**src/rtl/sseg_pkg.sv**
```systemverilog
// Shared seven-segment glyph table for the scan controller.
// Segment order is a..g, active-low.
package sseg_pkg;

  typedef logic [0:6] seg_t;

  localparam seg_t SEG_0     = 7'b0000001;
  localparam seg_t SEG_1     = 7'b1001111;
  localparam seg_t SEG_2     = 7'b0010010;
  localparam seg_t SEG_3     = 7'b0000110;
  localparam seg_t SEG_4     = 7'b1001100;
  localparam seg_t SEG_5     = 7'b0100100;
  localparam seg_t SEG_6     = 7'b0100000;
  localparam seg_t SEG_7     = 7'b0001111;
  localparam seg_t SEG_8     = 7'b0000000;
  localparam seg_t SEG_9     = 7'b0000100;
  localparam seg_t SEG_A     = 7'b0001000;
  localparam seg_t SEG_B     = 7'b1100000;
  localparam seg_t SEG_C     = 7'b0110001;
  localparam seg_t SEG_D     = 7'b1000010;
  localparam seg_t SEG_E     = 7'b0110000;
  localparam seg_t SEG_F     = 7'b0111000;
  localparam seg_t SEG_BLANK = 7'b1111111;

endpackage

```
**src/rtl/sseg_hex_decoder.sv**
```systemverilog
// Combinational nibble to hex glyph decoder.
// Output is active-low, segments a..g.
module sseg_hex_decoder
  import sseg_pkg::*;
(
  input  logic [3:0] nib_i,
  output seg_t       seg_o
);

  always_comb begin
    seg_o = SEG_BLANK;
    unique case (nib_i)
      4'h0: seg_o = SEG_0;
      4'h1: seg_o = SEG_1;
      4'h2: seg_o = SEG_2;
      4'h3: seg_o = SEG_3;
      4'h4: seg_o = SEG_4;
      4'h5: seg_o = SEG_5;
      4'h6: seg_o = SEG_6;
      4'h7: seg_o = SEG_7;
      4'h8: seg_o = SEG_8;
      4'h9: seg_o = SEG_9;
      4'hA: seg_o = SEG_A;
      4'hB: seg_o = SEG_B;
      4'hC: seg_o = SEG_C;
      4'hD: seg_o = SEG_D;
      4'hE: seg_o = SEG_E;
      4'hF: seg_o = SEG_F;
    endcase
  end

endmodule

```
**src/rtl/sseg_scan_ctrl.sv**
```systemverilog
// Multiplexed seven-segment scan controller with tear-free shadow load.
// Digit blinking is built only when SSEG_SCAN_BLINK_EN is defined.
module sseg_scan_ctrl
  import sseg_pkg::*;
#(
  parameter int NUM_DIGITS    = 8,
  parameter int TICK_DIV      = 65536,
  parameter int BLINK_FRAMES  = 64,
  parameter int AN_ACTIVE_LOW = 1
) (
  input  logic                    clk,
  input  logic                    rst,
  input  logic [4*NUM_DIGITS-1:0] digit_data,
  input  logic [NUM_DIGITS-1:0]   digit_en,
  input  logic [NUM_DIGITS-1:0]   dp_in,
  input  logic [NUM_DIGITS-1:0]   blink_mask,
  input  logic                    load,
  output logic [0:6]              sseg,
  output logic                    dp,
  output logic [NUM_DIGITS-1:0]   an,
  output logic                    frame_done
);

  localparam int IW = (NUM_DIGITS > 1) ? $clog2(NUM_DIGITS) : 1;
  localparam int PW = $clog2(TICK_DIV);
  localparam int ND = NUM_DIGITS;

  localparam logic [PW-1:0] P_LAST = PW'(TICK_DIV - 1);
  localparam logic [IW-1:0] I_LAST = IW'(ND - 1);
  localparam logic [ND-1:0] ONE    = ND'(1);
  localparam logic [ND-1:0] AN_OFF =
    (AN_ACTIVE_LOW != 0) ? {ND{1'b1}} : '0;

  logic [PW-1:0]   presc_q, presc_d;
  logic [IW-1:0]   idx_q, idx_d;
  logic            pend_q, pend_d;
  logic            fd_q, fd_d;
  logic [ND-1:0]   an_q, an_d;
  seg_t            sseg_q, sseg_d;
  logic            dp_q, dp_d;
  logic [4*ND-1:0] sh_data_q, sh_data_d;
  logic [ND-1:0]   sh_en_q, sh_en_d;
  logic [ND-1:0]   sh_dp_q, sh_dp_d;

  logic       tick, wrap, upd, vis;
  logic [3:0] nib;
  seg_t       glyph;

  assign tick = (presc_q == P_LAST);
  assign wrap = tick && (idx_q == I_LAST);
  assign upd  = wrap && (pend_q || load);
  assign nib  = sh_data_q[{idx_q, 2'b00} +: 4];

  sseg_hex_decoder u_dec (
    .nib_i (nib),
    .seg_o (glyph)
  );

`ifdef SSEG_SCAN_BLINK_EN
  localparam int BW = (BLINK_FRAMES > 1) ? $clog2(BLINK_FRAMES) : 1;
  localparam logic [BW-1:0] F_LAST = BW'(BLINK_FRAMES - 1);

  logic [BW-1:0] fcnt_q, fcnt_d;
  logic          phase_q, phase_d;
  logic [ND-1:0] sh_blk_q, sh_blk_d;

  always_comb begin
    fcnt_d   = fcnt_q;
    phase_d  = phase_q;
    sh_blk_d = upd ? blink_mask : sh_blk_q;
    if (wrap) begin
      fcnt_d = (fcnt_q == F_LAST) ? '0 : fcnt_q + 1'b1;
      if (fcnt_q == F_LAST) phase_d = ~phase_q;
    end
  end

  always_ff @(posedge clk) begin
    if (!rst) begin
      fcnt_q   <= '0;
      phase_q  <= 1'b0;
      sh_blk_q <= '0;
    end else begin
      fcnt_q   <= fcnt_d;
      phase_q  <= phase_d;
      sh_blk_q <= sh_blk_d;
    end
  end

  assign vis = sh_en_q[idx_q] && !(phase_q && sh_blk_q[idx_q]);
`else
  localparam int unused_bf = BLINK_FRAMES;
  logic unused_blink;
  assign unused_blink = ^blink_mask;
  assign vis = sh_en_q[idx_q];
`endif

  always_comb begin
    presc_d = tick ? '0 : presc_q + 1'b1;
    idx_d   = idx_q;
    if (tick) idx_d = (idx_q == I_LAST) ? '0 : idx_q + 1'b1;
    // registered pulse lines up with the tick cycle of the last slot
    fd_d = (presc_d == P_LAST) && (idx_d == I_LAST);

    pend_d    = pend_q;
    sh_data_d = sh_data_q;
    sh_en_d   = sh_en_q;
    sh_dp_d   = sh_dp_q;
    if (upd) begin
      pend_d    = 1'b0;
      sh_data_d = digit_data;
      sh_en_d   = digit_en;
      sh_dp_d   = dp_in;
    end else if (load) begin
      pend_d = 1'b1;
    end

    an_d   = AN_OFF;
    sseg_d = SEG_BLANK;
    dp_d   = 1'b1;
    if (!tick) begin
      an_d = (ONE << idx_q) ^ AN_OFF;
      if (vis) begin
        sseg_d = glyph;
        dp_d   = ~sh_dp_q[idx_q];
      end
    end
  end

  always_ff @(posedge clk) begin
    if (!rst) begin
      presc_q   <= '0;
      idx_q     <= '0;
      pend_q    <= 1'b0;
      fd_q      <= 1'b0;
      an_q      <= AN_OFF;
      sseg_q    <= SEG_BLANK;
      dp_q      <= 1'b1;
      sh_data_q <= '0;
      sh_en_q   <= '0;
      sh_dp_q   <= '0;
    end else begin
      presc_q   <= presc_d;
      idx_q     <= idx_d;
      pend_q    <= pend_d;
      fd_q      <= fd_d;
      an_q      <= an_d;
      sseg_q    <= sseg_d;
      dp_q      <= dp_d;
      sh_data_q <= sh_data_d;
      sh_en_q   <= sh_en_d;
      sh_dp_q   <= sh_dp_d;
    end
  end

  assign an         = an_q;
  assign sseg       = sseg_q;
  assign dp         = dp_q;
  assign frame_done = fd_q;

endmodule
```
**config.mk**
```make
export PLATFORM = sky130hd
export DESIGN_NAME = sseg_scan_ctrl
export DESIGN_NICKNAME = d
export VERILOG_FILES = /design/src/rtl/sseg_pkg.sv /design/src/rtl/sseg_hex_decoder.sv /design/src/rtl/sseg_scan_ctrl.sv
export SDC_FILE = /design/constraint.sdc
export NUM_CORES = 1
export LEC_CHECK = 0
export CAP_MARGIN = 5
export CORE_UTILIZATION = 37
export CTS_CLUSTER_DIAMETER = 50
export CTS_CLUSTER_SIZE = 8
export DETAILED_ROUTE_END_ITERATION = 6
export DONT_BUFFER_PORTS = 1
export PLACE_DENSITY_LB_ADDON = 0.2
export REMOVE_ABC_BUFFERS = 1
export SYNTH_ARGS = -nofsm -noshare
export SYNTH_HDL_FRONTEND = slang
export SYNTH_SLANG_ARGS = --single-unit
```
**constraint.sdc**
```tcl
create_clock -name clk -period 2.99 [get_ports clk]
set_input_delay 0.1495 -clock clk [delete_from_list [all_inputs] [get_ports clk]]
set_output_delay 0.1495 -clock clk [all_outputs]
set_load 0.05 [all_outputs]
```
==> flow_metrics.py, run 1 <==
metrics = {
    "run_status": {
        "run_status": "aborted with a tool error",
        "failing_step": "clock tree synthesis (4_1_cts)",
        "error": "[ERROR RSZ-0060] Max buffer count reached.",
    },
    "placed_design": {
        "routabilityCongestion": 0.804,
        "hpwl_um": 5280,
        "portBuffers": 0,
        "placed_area_mm2": 0.00393,
    },
    "die": {
        "io_pins": 76,
        "rows": 36,
        "die_x_um": 104,
        "die_y_um": 104,
        "initial_core_util_pct": 38.8,
    },
    "clocking": {
        "numCtsBuffers": 9,
        "cts_sinks": 85,
        "cts_setup_buffers": 0,
        "cts-root-buf": "clkbuf_8",
        "hold_buffers": 114,
        "htreeDepth": 3,
        "cts_max_path_buffers": 2,
        "cts_resized": 0,
    },
    "synth": {
        "synth_edf_count": 0,
        "synth_cell_type_count": 44,
        "synthFlopType": "dfxtp_1",
        "ys_ff_latch": 85,
        "async_flop_share_pct": 0,
        "synth_largest_area_cell": "dfxtp_1",
        "syn_inst": 430,
        "synth.top_cells.by_count": "dfxtp_1 (85), nand2_1 (77), nand3_1 (58)",
        "synth_top_cell_area_share_pct": 44.3,
        "synth_top_cells_by_area": "dfxtp_1 (44%), nand3_1 (7.6%), nand2_1 (7.5%), mux4_2 (7.0%), o21ai_1 (6.1%)",
        "synth_seq_area_share_pct": 44.3,
        "synth_area_per_cell_um2": 8.93,
        "yosys.cell_count.top_type": "dfxtp_1",
        "yosysWarnings": 0,
        "syn-cell-area_mm2": 0.00384,
    },
}
==> logic make-up after synthesis <==
group	count (synthesis)	share of synthesized area [%]
flip-flops	85	44.3
XOR/XNOR	14	3.19
buffers and inverters	39	5.24
multiplexers	16	8.08
AO/OA/AOI/OAI	76	11.5
adder cells (fa/ha/maj)	13	4.23
AND/OR/NAND/NOR	187	23.4
==> metrics by stage <==
step	cells	TNS, ns	worst slack [ns]
after floorplan	399	-15.36	-0.342
after global placement	543	0	0.646
after detailed placement	543	0	0.594
==> run 2, diff against run 1 <==
--- a/config.mk
+++ b/config.mk
@@ -6,12 +6,10 @@
 export NUM_CORES = 1
 export LEC_CHECK = 0
 export CAP_MARGIN = 5
-export CORE_UTILIZATION = 37
-export CTS_CLUSTER_DIAMETER = 50
-export CTS_CLUSTER_SIZE = 8
+export CORE_UTILIZATION = 22
 export DETAILED_ROUTE_END_ITERATION = 6
 export DONT_BUFFER_PORTS = 1
-export PLACE_DENSITY_LB_ADDON = 0.2
+export PLACE_DENSITY_LB_ADDON = 0.15
 export REMOVE_ABC_BUFFERS = 1
 export SYNTH_ARGS = -nofsm -noshare
 export SYNTH_HDL_FRONTEND = slang
==> run 2 against run 1 <==
Against the previous run: the run now ends clean; synthesized cell count stayed put; area after synthesis is the same.
==> flow_metrics.py, run 2 <==
metrics = {
    "synth": {
        "synth_xor_area_share_pct": 3.19,
        "syn_inst": 430,
        "yosys.cell_count.top_type": "dfxtp_1",
        "synthMuxAreaShare_pct": 8.08,
        "synth_compound_area_share_pct": 11.5,
        "synth_cell_type_count": 44,
        "ys_ff_latch": 85,
        "synth_top_cell_area_share_pct": 44.3,
        "synthFlopType": "dfxtp_1",
        "yosysWarnings": 0,
        "synth_seq_area_share_pct": 44.3,
        "synth_adder_area_share_pct": 4.23,
        "synth_top_family_by_area": "simple AND/OR/NAND/NOR gates",
        "async_flop_share_pct": 0,
        "syn-cell-area_mm2": 0.00384,
        "synth_edf_count": 0,
        "synth_area_per_cell_um2": 8.93,
        "synth_top_cells_by_area": "dfxtp_1 (44%), nand3_1 (7.6%), nand2_1 (7.5%), mux4_2 (7.0%), o21ai_1 (6.1%)",
        "synth_largest_area_cell": "dfxtp_1",
        "synth_simple_gate_area_share_pct": 23.4,
        "synth.top_cells.by_count": "dfxtp_1 (85), nand2_1 (77), nand3_1 (58)",
    },
    "clocking": {
        "cts_sinks": 85,
        "numCtsBuffers": 9,
        "clk_pin_slew_ns": 0.06,
        "cts_max_path_buffers": 2,
        "clk_latency_ns": 0.34,
        "cts_tree": "yes",
        "htreeDepth": 3,
        "cts-root-buf": "clkbuf_16",
    },
    "timing": {
        "whs_ns": 0.0826,
        "worst_pin_slew_ns": 0.712,
        "period_minus_slack_ns": 2.73,
        "finalCritPeriodShare_pct": 91.3,
        "fin_skew_ns": 0.00768,
        "max_freq_ghz": 0.366,
        "maxSlewHeadroom_pct": 52.5,
        "drv_slew": 0,
        "rsz0062_at_grt": "no",
        "hold_viol": 0,
        "finalSetupViolations": 0,
    },
    "critical_path": {
        "setup.worst_path.end": "sh_dp_q[6]",
        "cp-start-kind": "flop",
        "critPathMaxFanout": 24,
        "cp-end-kind": "flop",
        "cp.depth": 8,
        "r2r_end": "sh_dp_q[6]",
        "worstRegToRegCells": 8,
        "worstPathArrival_ns": 2.96,
        "path_buf_inv": 3,
        "startpoint": "idx_q[1]",
        "critical-path-slowest-cell": "dfxtp_1",
        "rrSetupSlack_ns": 0.26,
        "path_cells": "buf_4, ha_1, ha_1, o2111ai_4, buf_4, nand3_1, o21ai_1, dlygate4sd3_1",
        "max_stage_delay_ns": 0.65,
        "crit_family": "buffers and inverters",
        "reg2reg_from": "idx_q[1]",
        "crit_required_ns": 3.22,
        "crit_type": "flop to flop",
    },
    "die": {
        "rows": 47,
        "die-area_mm2": 0.0180,
        "core_area_mm2": 0.0168,
        "io_pins": 76,
        "die_x_um": 134,
        "die_y_um": 134,
        "initial_core_util_pct": 22.8,
    },
    "placed_design": {
        "portBuffers": 0,
        "routabilityCongestion": 0.742,
        "place_inst": 628,
        "hpwl_um": 6330,
    },
    "pwr": {
        "p_leak_nw": 1.81,
        "power_density_mw_per_mm2": 481,
        "ir_drop_v": 0.000268,
        "total_power_mw": 2.41,
    },
    "global_routing": {
        "grt_pass1_vias": 3077,
        "antenna_found_initial": 0,
        "gr-usage-all-layers_pct": 12.0,
        "grt_pass1_wl_um": 16400,
        "grt_overflow": 0,
        "grt_max_degree": 90,
    },
    "detailed_routing": {
        "ant_nets": 0,
        "drt_iter0_markers": 137,
        "dr_total_vias": 3141,
        "drc": 0,
        "viasPerCell": 4.43,
        "wl_per_cell_um": 14.5,
        "first_pass_iters": 4,
        "routed_wl_um": 10300,
    },
    "final_layout": {
        "fin_nets": 557,
        "syn2layout_area_growth_pct": 30.3,
        "fill_cells": 1845,
        "regMostFlops": "sh_data_q",
        "layout-drive-gt1-share_pct": 8.79,
        "top_regs": "sh_data_q (32), presc_q (16)",
        "final_cells": 709,
        "largest_reg_flops": 32,
        "antennaDiodeCount": 0,
        "final_common_cell": "dfxtp_1",
        "regArea_mm2": 0.00170,
        "utilization_pct": 29.8,
        "multiInputGateArea_mm2": 0.00195,
        "layout_common_cells": "dfxtp_1 (84), nand2_1 (77), dlygate4sd3_1 (65)",
    },
    "min_path": {
        "hold_path_class": "input pin to flop",
    },
    "job": {
        "cap_violations": 0,
    },
    "run_status": {
        "run_status": "finished, final reports clean",
    },
}
==> run 2: cell counts after synthesis <==
Identical to the previous run, type by type.
==> run 2: metrics by stage <==
stage                     setup TNS, ns  area [um2]  setup slack (ns)
after CTS                             0        5000            0.0165
after global placement                0        4020             0.384
after detailed placement              0        4020             0.303
final                                 0        5000             0.260
after floorplan                  -15.36        3670            -0.342
after global routing                  0        5000            0.0334
==> run 2: area by class of cell <==
cell class / instances / area share [%]
Clock buffer: 11 / 5.05
Clock inverter: 4 / 0.950
Inverter: 8 / 0.600
Multi-Input combinational cell: 306 / 39.0
Sequential cell: 85 / 34.0
Tap cell: 220 / 5.50
Timing Repair Buffer: 75 / 14.9
==> run 2: logic make-up after synthesis <==
kind of cell / after synthesis
and+or+nand+nor: 187
DFF: 85
AOI/OAI and AO/OA: 76
buffers and inverters: 39
muxes: 16
xor gates and xnor gates: 14
adders and majority gates: 13
==> run 2: how the worst min path moves through the flow <==
| stage | from | endpoint | cells past startpoint |
|---|---|---|---|
| global placement | dp_in[3] | sh_dp_q[3] | 2 |
| detailed placement | digit_data[24] | sh_data_q[24] | 2 |
| CTS | rst | an[3] | 2 |
| global route | rst | an[3] | 2 |
| finish | rst | an[3] | 2 |
| floorplan | rst | idx_q[1] | 1 |
==> run 2: where the power goes <==
group | switching, mW | internal, mW
Combinational | 0.0547 | 0.0728
Sequential | 0.00950 | 1.14
Clock | 0.449 | 0.685
Total | 0.513 | 1.90
==> run 2: repair_timing <==
action	CTS	global route
hold buffers	66	0
endpoints found under the hold margin	58	0
gates resized for setup	0	1
buffers inserted	0	0
setup endpoints to repair	0	2
==> run 2: layer usage <==
metal  GRT usage [%]  share of wire (%)  vias up
met5               0                  0        -
met4            5.62                1.9        0
met3            2.38                3.6       13
met2            18.1                 43       52
met1            16.3                 52     1462
li1                -                  -     1614
(Power assumes the default switching activity.)
==> run 3, diff against run 2 <==
--- a/config.mk
+++ b/config.mk
@@ -5,10 +5,10 @@
 export SDC_FILE = /design/constraint.sdc
 export NUM_CORES = 1
 export LEC_CHECK = 0
+export BUFFER_PORTS_ARGS = -buffer_cell sky130_fd_sc_hd__clkbuf_2
 export CAP_MARGIN = 5
 export CORE_UTILIZATION = 22
 export DETAILED_ROUTE_END_ITERATION = 6
-export DONT_BUFFER_PORTS = 1
 export PLACE_DENSITY_LB_ADDON = 0.15
 export REMOVE_ABC_BUFFERS = 1
 export SYNTH_ARGS = -nofsm -noshare
==> run 3 against run 2 <==
Against the previous run: final cell count is 0.42% higher; highest routed layer unchanged; critical path type unchanged; non-clock buffer count is 2 higher; clock skew is 0.0016 ns higher; clock-buffer cell count stayed put; first-iteration DRC count is 33% higher.
==> flow_metrics.py, run 3 (synthesis gave the netlist of run 2 again) <==
metrics = {
    "final_layout": {
        "layout_common_cells": "dfxtp_1 (85), nand2_1 (77), clkbuf_2 (66)",
        "final_cells": 712,
        "fill_cells": 1842,
        "final_common_cell": "dfxtp_1",
        "fin_nets": 559,
        "final_area_mm2": 0.00467,
        "top_regs": "sh_data_q (32), presc_q (16)",
        "regArea_mm2": 0.00170,
        "antennaDiodeCount": 0,
        "layout-drive-gt1-share_pct": 22.2,
        "multiInputGateArea_mm2": 0.00195,
        "regMostFlops": "sh_data_q",
        "syn2layout_area_growth_pct": 21.6,
        "largest_reg_flops": 32,
    },
    "die": {
        "initial_core_util_pct": 22.8,
        "die_y_um": 134,
        "io_pins": 76,
        "die_x_um": 134,
        "core_area_mm2": 0.0168,
        "rows": 47,
        "die-area_mm2": 0.0180,
    },
    "pwr": {
        "p_leak_nw": 1.81,
        "p_int_mw": 1.85,
        "p_switching_uw": 517,
        "ir_drop_v": 0.000285,
        "clkPwrFrac_pct": 47.7,
        "sequentialPowerShare_pct": 48.4,
        "power_density_mw_per_mm2": 506,
        "power_frac_comb_pct": 4.0,
        "switching_share_pct": 21.9,
    },
    "placed_design": {
        "portBuffers": 67,
        "routabilityCongestion": 0.804,
        "placed_area_mm2": 0.00437,
        "hpwl_um": 6360,
        "place_inst": 696,
    },
    "global_routing": {
        "grt_max_degree": 97,
        "grt_pass1_vias": 2921,
        "gr-usage-all-layers_pct": 10.8,
        "antenna_found_initial": 0,
        "grt_overflow": 0,
        "grt_pass1_wl_um": 14800,
    },
    "timing": {
        "period_minus_slack_ns": 2.41,
        "maxSlewHeadroom_pct": 40.4,
        "worst_pin_slew_ns": 0.894,
        "finalCritPeriodShare_pct": 80.7,
        "finalSetupViolations": 0,
        "hold_viol": 0,
        "max_freq_ghz": 0.414,
        "drv_slew": 0,
        "fin_skew_ns": 0.00928,
        "rsz0062_at_grt": "no",
    },
    "critical_path": {
        "cp-end-kind": "flop",
        "worstRegToRegCells": 6,
        "crit_required_ns": 3.18,
        "critPathMaxFanout": 96,
        "worstPathArrival_ns": 2.61,
        "cp-start-kind": "flop",
        "crit_type": "flop to flop",
        "rrSetupSlack_ns": 0.58,
    },
    "min_path": {
        "hold_path_class": "input pin to flop",
        "holdPathStages": 3,
    },
    "clocking": {
        "clk_pin_slew_ns": 0.07,
        "hold_buffers": 0,
        "clk_latency_ns": 0.34,
        "cts_tree": "yes",
        "cts-root-buf": "clkbuf_16",
        "cts_sinks": 85,
        "cts_setup_buffers": 0,
        "cts_max_path_buffers": 2,
        "htreeDepth": 3,
        "numCtsBuffers": 9,
        "cts_resized": 0,
    },
    "run_status": {
        "run_status": "finished, final reports clean",
    },
    "detailed_routing": {
        "routed_wl_um": 9210,
        "wl_per_cell_um": 12.9,
        "drc": 0,
        "ant_nets": 0,
        "dr_total_vias": 3090,
        "drt_iter0_markers": 182,
        "viasPerCell": 4.34,
        "first_pass_iters": 4,
    },
    "job": {
        "cap_violations": 0,
    },
}
run 3: final timing paths:
kind                        end           start
setup / recovery  sh_data_q[15]        idx_q[0]
hold / removal    sh_data_q[11]  digit_data[11]
setup reg to reg  sh_data_q[15]        idx_q[0]
hold reg to reg   sh_data_q[27]   sh_data_q[27]
run 3: through the flow:
| stage | setup slack, ns | total power [mW] | setup TNS, ns | hold WS, ns | utilization, % |
|---|---|---|---|---|---|
| finish | 0.576 | 2.37 | 0 | 0.0171 | 27.8 |
| global route | 0.345 | 2.47 | 0 | 0.0139 | 27.8 |
| CTS | 0.526 | 2.42 | 0 | 0.00275 | 27.8 |
| detailed placement | 0.522 | 1.27 | 0 | 0.377 | 26.0 |
| global placement | 0.551 | 1.26 | 0 | 0.370 | 26.0 |
| floorplan | -0.342 | 1.20 | -15.36 | 0.271 | - |
run 3: cell type report:
| cell class | instances | share of cell area, % |
|---|---|---|
| multi-input combinational | 306 | 41.7 |
| sequential | 85 | 36.4 |
| timing repair buffer | 77 | 8.84 |
| tap | 220 | 5.89 |
| clock buffer | 11 | 5.20 |
| clock inverter | 5 | 1.26 |
| inverter | 8 | 0.643 |
run 3: worst max-delay path, cell delays in order, from the launching register on:
cell and delay (ns):
dfxtp_1 0.44, buf_4 0.25, ha_1 0.23, ha_1 0.26
o2111ai_4 0.12, buf_4 0.71, o21ai_0 0.21
run 3: per-layer routing:
metal	GRT usage [%]	vias to the layer above	part of all wire [%]
met4	5.43	0	2.1
met5	0	-	0
met2	16.4	69	45
met3	2.46	13	4.6
li1	-	1620	-
met1	14.2	1388	49
run 3: power by group through the flow:
stage	sequential [mW]	combinational (mW)	clock, mW
CTS	1.14	0.0957	1.18
global placement	1.17	0.0955	0
detailed placement	1.17	0.0952	0
finish	1.14	0.0937	1.13
global route	1.14	0.106	1.22
floorplan	1.17	0.0286	0
==> run 4, diff against run 3 <==
==> constraint.sdc (replaced) <==
create_clock -name clk -period 2.4 [get_ports clk]
set_input_delay 0.12 -clock clk [delete_from_list [all_inputs] [get_ports clk]]
set_output_delay 0.12 -clock clk [all_outputs]
set_load 0.05 [all_outputs]
==> run 4 against run 3 <==
Against the previous run: routed wire length increased by 1.2%; die area did not move; total power grew 22%; largest power group unchanged; clock-buffer cell count grew 1; non-clock buffer count rose by 37; highest routed layer unchanged; critical endpoint is now sseg[6]; largest cell class unchanged; final cell count increased by 5.2%.
==> flow_metrics.py, run 4 (synthesis gave the netlist of run 2 again) <==
metrics = {
    "detailed_routing": {
        "dr_total_vias": 3266,
        "first_pass_iters": 6,
        "wl_per_cell_um": 12.5,
        "routed_wl_um": 9330,
        "ant_nets": 0,
        "viasPerCell": 4.36,
        "drc": 0,
        "drt_iter0_markers": 165,
    },
    "clocking": {
        "clk_pin_slew_ns": 0.06,
        "cts_max_path_buffers": 2,
        "cts_tree": "yes",
        "cts-root-buf": "clkbuf_16",
        "cts_sinks": 85,
        "htreeDepth": 3,
        "clk_latency_ns": 0.34,
        "cts_setup_buffers": 0,
        "numCtsBuffers": 9,
    },
    "pwr": {
        "switching_share_pct": 21.9,
        "power_density_mw_per_mm2": 573,
        "sequentialPowerShare_pct": 49.5,
        "power_frac_comb_pct": 5.5,
        "p_switching_uw": 631,
        "clkPwrFrac_pct": 45.0,
        "ir_drop_v": 0.000320,
        "p_leak_nw": 1.98,
        "p_int_mw": 2.25,
    },
    "die": {
        "core_area_mm2": 0.0168,
        "die_x_um": 134,
        "die-area_mm2": 0.0180,
        "io_pins": 76,
        "die_y_um": 134,
        "initial_core_util_pct": 22.8,
        "rows": 47,
    },
    "critical_path": {
        "crit_required_ns": 2.56,
        "worstRegToRegCells": 6,
        "cp-start-kind": "flop",
        "setup.worst_path.end": "sseg[6]",
        "critPathMaxFanout": 8,
        "cp-end-kind": "flop",
        "startpoint": "presc_q[0]",
        "worstPathArrival_ns": 2.35,
        "reg2reg_from": "presc_q[0]",
        "rrSetupSlack_ns": 0.21,
        "crit_type": "flop to flop",
        "r2r_end": "sseg[6]",
    },
    "global_routing": {
        "antenna_found_initial": 0,
        "grt_max_degree": 74,
        "gr-usage-all-layers_pct": 11.1,
        "grt_pass1_wl_um": 15600,
        "grt_overflow": 0,
        "grt_pass1_vias": 3131,
    },
    "placed_design": {
        "routabilityCongestion": 0.801,
        "portBuffers": 67,
        "hpwl_um": 6690,
    },
    "timing": {
        "drv_slew": 0,
        "finalCritPeriodShare_pct": 91.4,
        "maxSlewHeadroom_pct": 49.8,
        "rsz0062_at_grt": "no",
        "fin_skew_ns": 0.00617,
        "whs_ns": 0.00670,
        "worst_pin_slew_ns": 0.753,
        "period_minus_slack_ns": 2.19,
        "hold_viol": 0,
        "finalSetupViolations": 0,
        "max_freq_ghz": 0.456,
    },
    "final_layout": {
        "antennaDiodeCount": 0,
        "fin_nets": 596,
        "layout_common_cells": "dfxtp_1 (83), nand2_1 (77), clkbuf_2 (66)",
        "fill_cells": 1839,
        "top_regs": "sh_data_q (32), presc_q (16)",
        "largest_reg_flops": 32,
        "regMostFlops": "sh_data_q",
        "multiInputGateArea_mm2": 0.00195,
        "layout-drive-gt1-share_pct": 22.3,
        "regArea_mm2": 0.00170,
        "final_common_cell": "dfxtp_1",
        "syn2layout_area_growth_pct": 30.9,
        "utilization_pct": 29.9,
    },
    "min_path": {
        "hold_path_class": "input pin to flop",
    },
    "job": {
        "cap_violations": 0,
    },
    "run_status": {
        "run_status": "finished, final reports clean",
    },
}
[run 4: changes by cell type in the layout (fill, tap and decap cells not counted), moves of 2 or more]
cell           before  now
dlygate4sd3_1       0   30
buf_4              11   16
buf_12              0    2
clkinv_2            1    3
dfxtp_1            85   83
dfxtp_2             0    2
[run 4: what timing repair did]
| item | CTS | global route |
|---|---|---|
| resized for setup | 0 | 2 |
| hold buffers | 30 | 0 |
| hold endpoints to repair | 30 | 0 |
| setup endpoints to repair | 0 | 6 |
[run 4: worst min path at each step]
stage	start	to	slack (ns)	cells past startpoint
after floorplan	rst	idx_q[1]	0.24	1
after global placement	digit_data[4]	sh_data_q[4]	0.34	3
after detailed placement	digit_data[11]	sh_data_q[11]	0.35	3
after CTS	digit_data[24]	sh_data_q[24]	0.0009	3
after global routing	digit_data[1]	sh_data_q[1]	0.009	3
final	digit_data[1]	sh_data_q[1]	0.007	3
[run 4: per-stage QoR]
step / power (mW) / cell area, um2 / worst slack, ns / std cells / TNS [ns]
2_1_floorplan: 1.49 / 3670 / -0.932 / 399 / -44.91
5_1_grt: 3.02 / 5030 / 0.0143 / 749 / 0
4_1_cts: 2.94 / 5030 / 0.00722 / 749 / 0
3_5_place_dp: 1.58 / 4450 / 0.0258 / 703 / 0
6_report: 2.88 / 5030 / 0.205 / 749 / 0
3_3_place_gp: 1.58 / 4450 / 0.105 / 703 / 0
[run 4: final cells by class]
type	count	share of cell area (%)
clock inverter	4	0.448
inverter	8	0.597
sequential	85	33.9
clock buffer	12	5.10
tap	220	5.47
multi-input combinational	306	38.8
timing repair buffer	114	15.7
[run 4: per-layer routing]
metal	GRT usage (%)	part of all wire, %	vias to the layer above
met5	0	0	-
met4	5.43	2.1	0
met3	2.23	3.1	13
met2	17.0	43	58
met1	14.9	51	1505
li1	-	-	1690
[run 4: power by group through the flow]
stage | clock, mW | combinational (mW) | sequential, mW
finish | 1.30 | 0.159 | 1.43
global route | 1.41 | 0.179 | 1.43
CTS | 1.35 | 0.163 | 1.43
detailed placement | 0 | 0.125 | 1.46
global placement | 0 | 0.124 | 1.46
floorplan | 0 | 0.0356 | 1.46
[run 4: worst max-delay path, cell delays in order, from the launching register on]
cell and delay, ns:
dfxtp_1 0.37, ha_1 0.24, nand2_1 0.15, nor4_4 0.10, a21bo_2 0.27, a21oi_1 0.60, o221ai_1 0.27
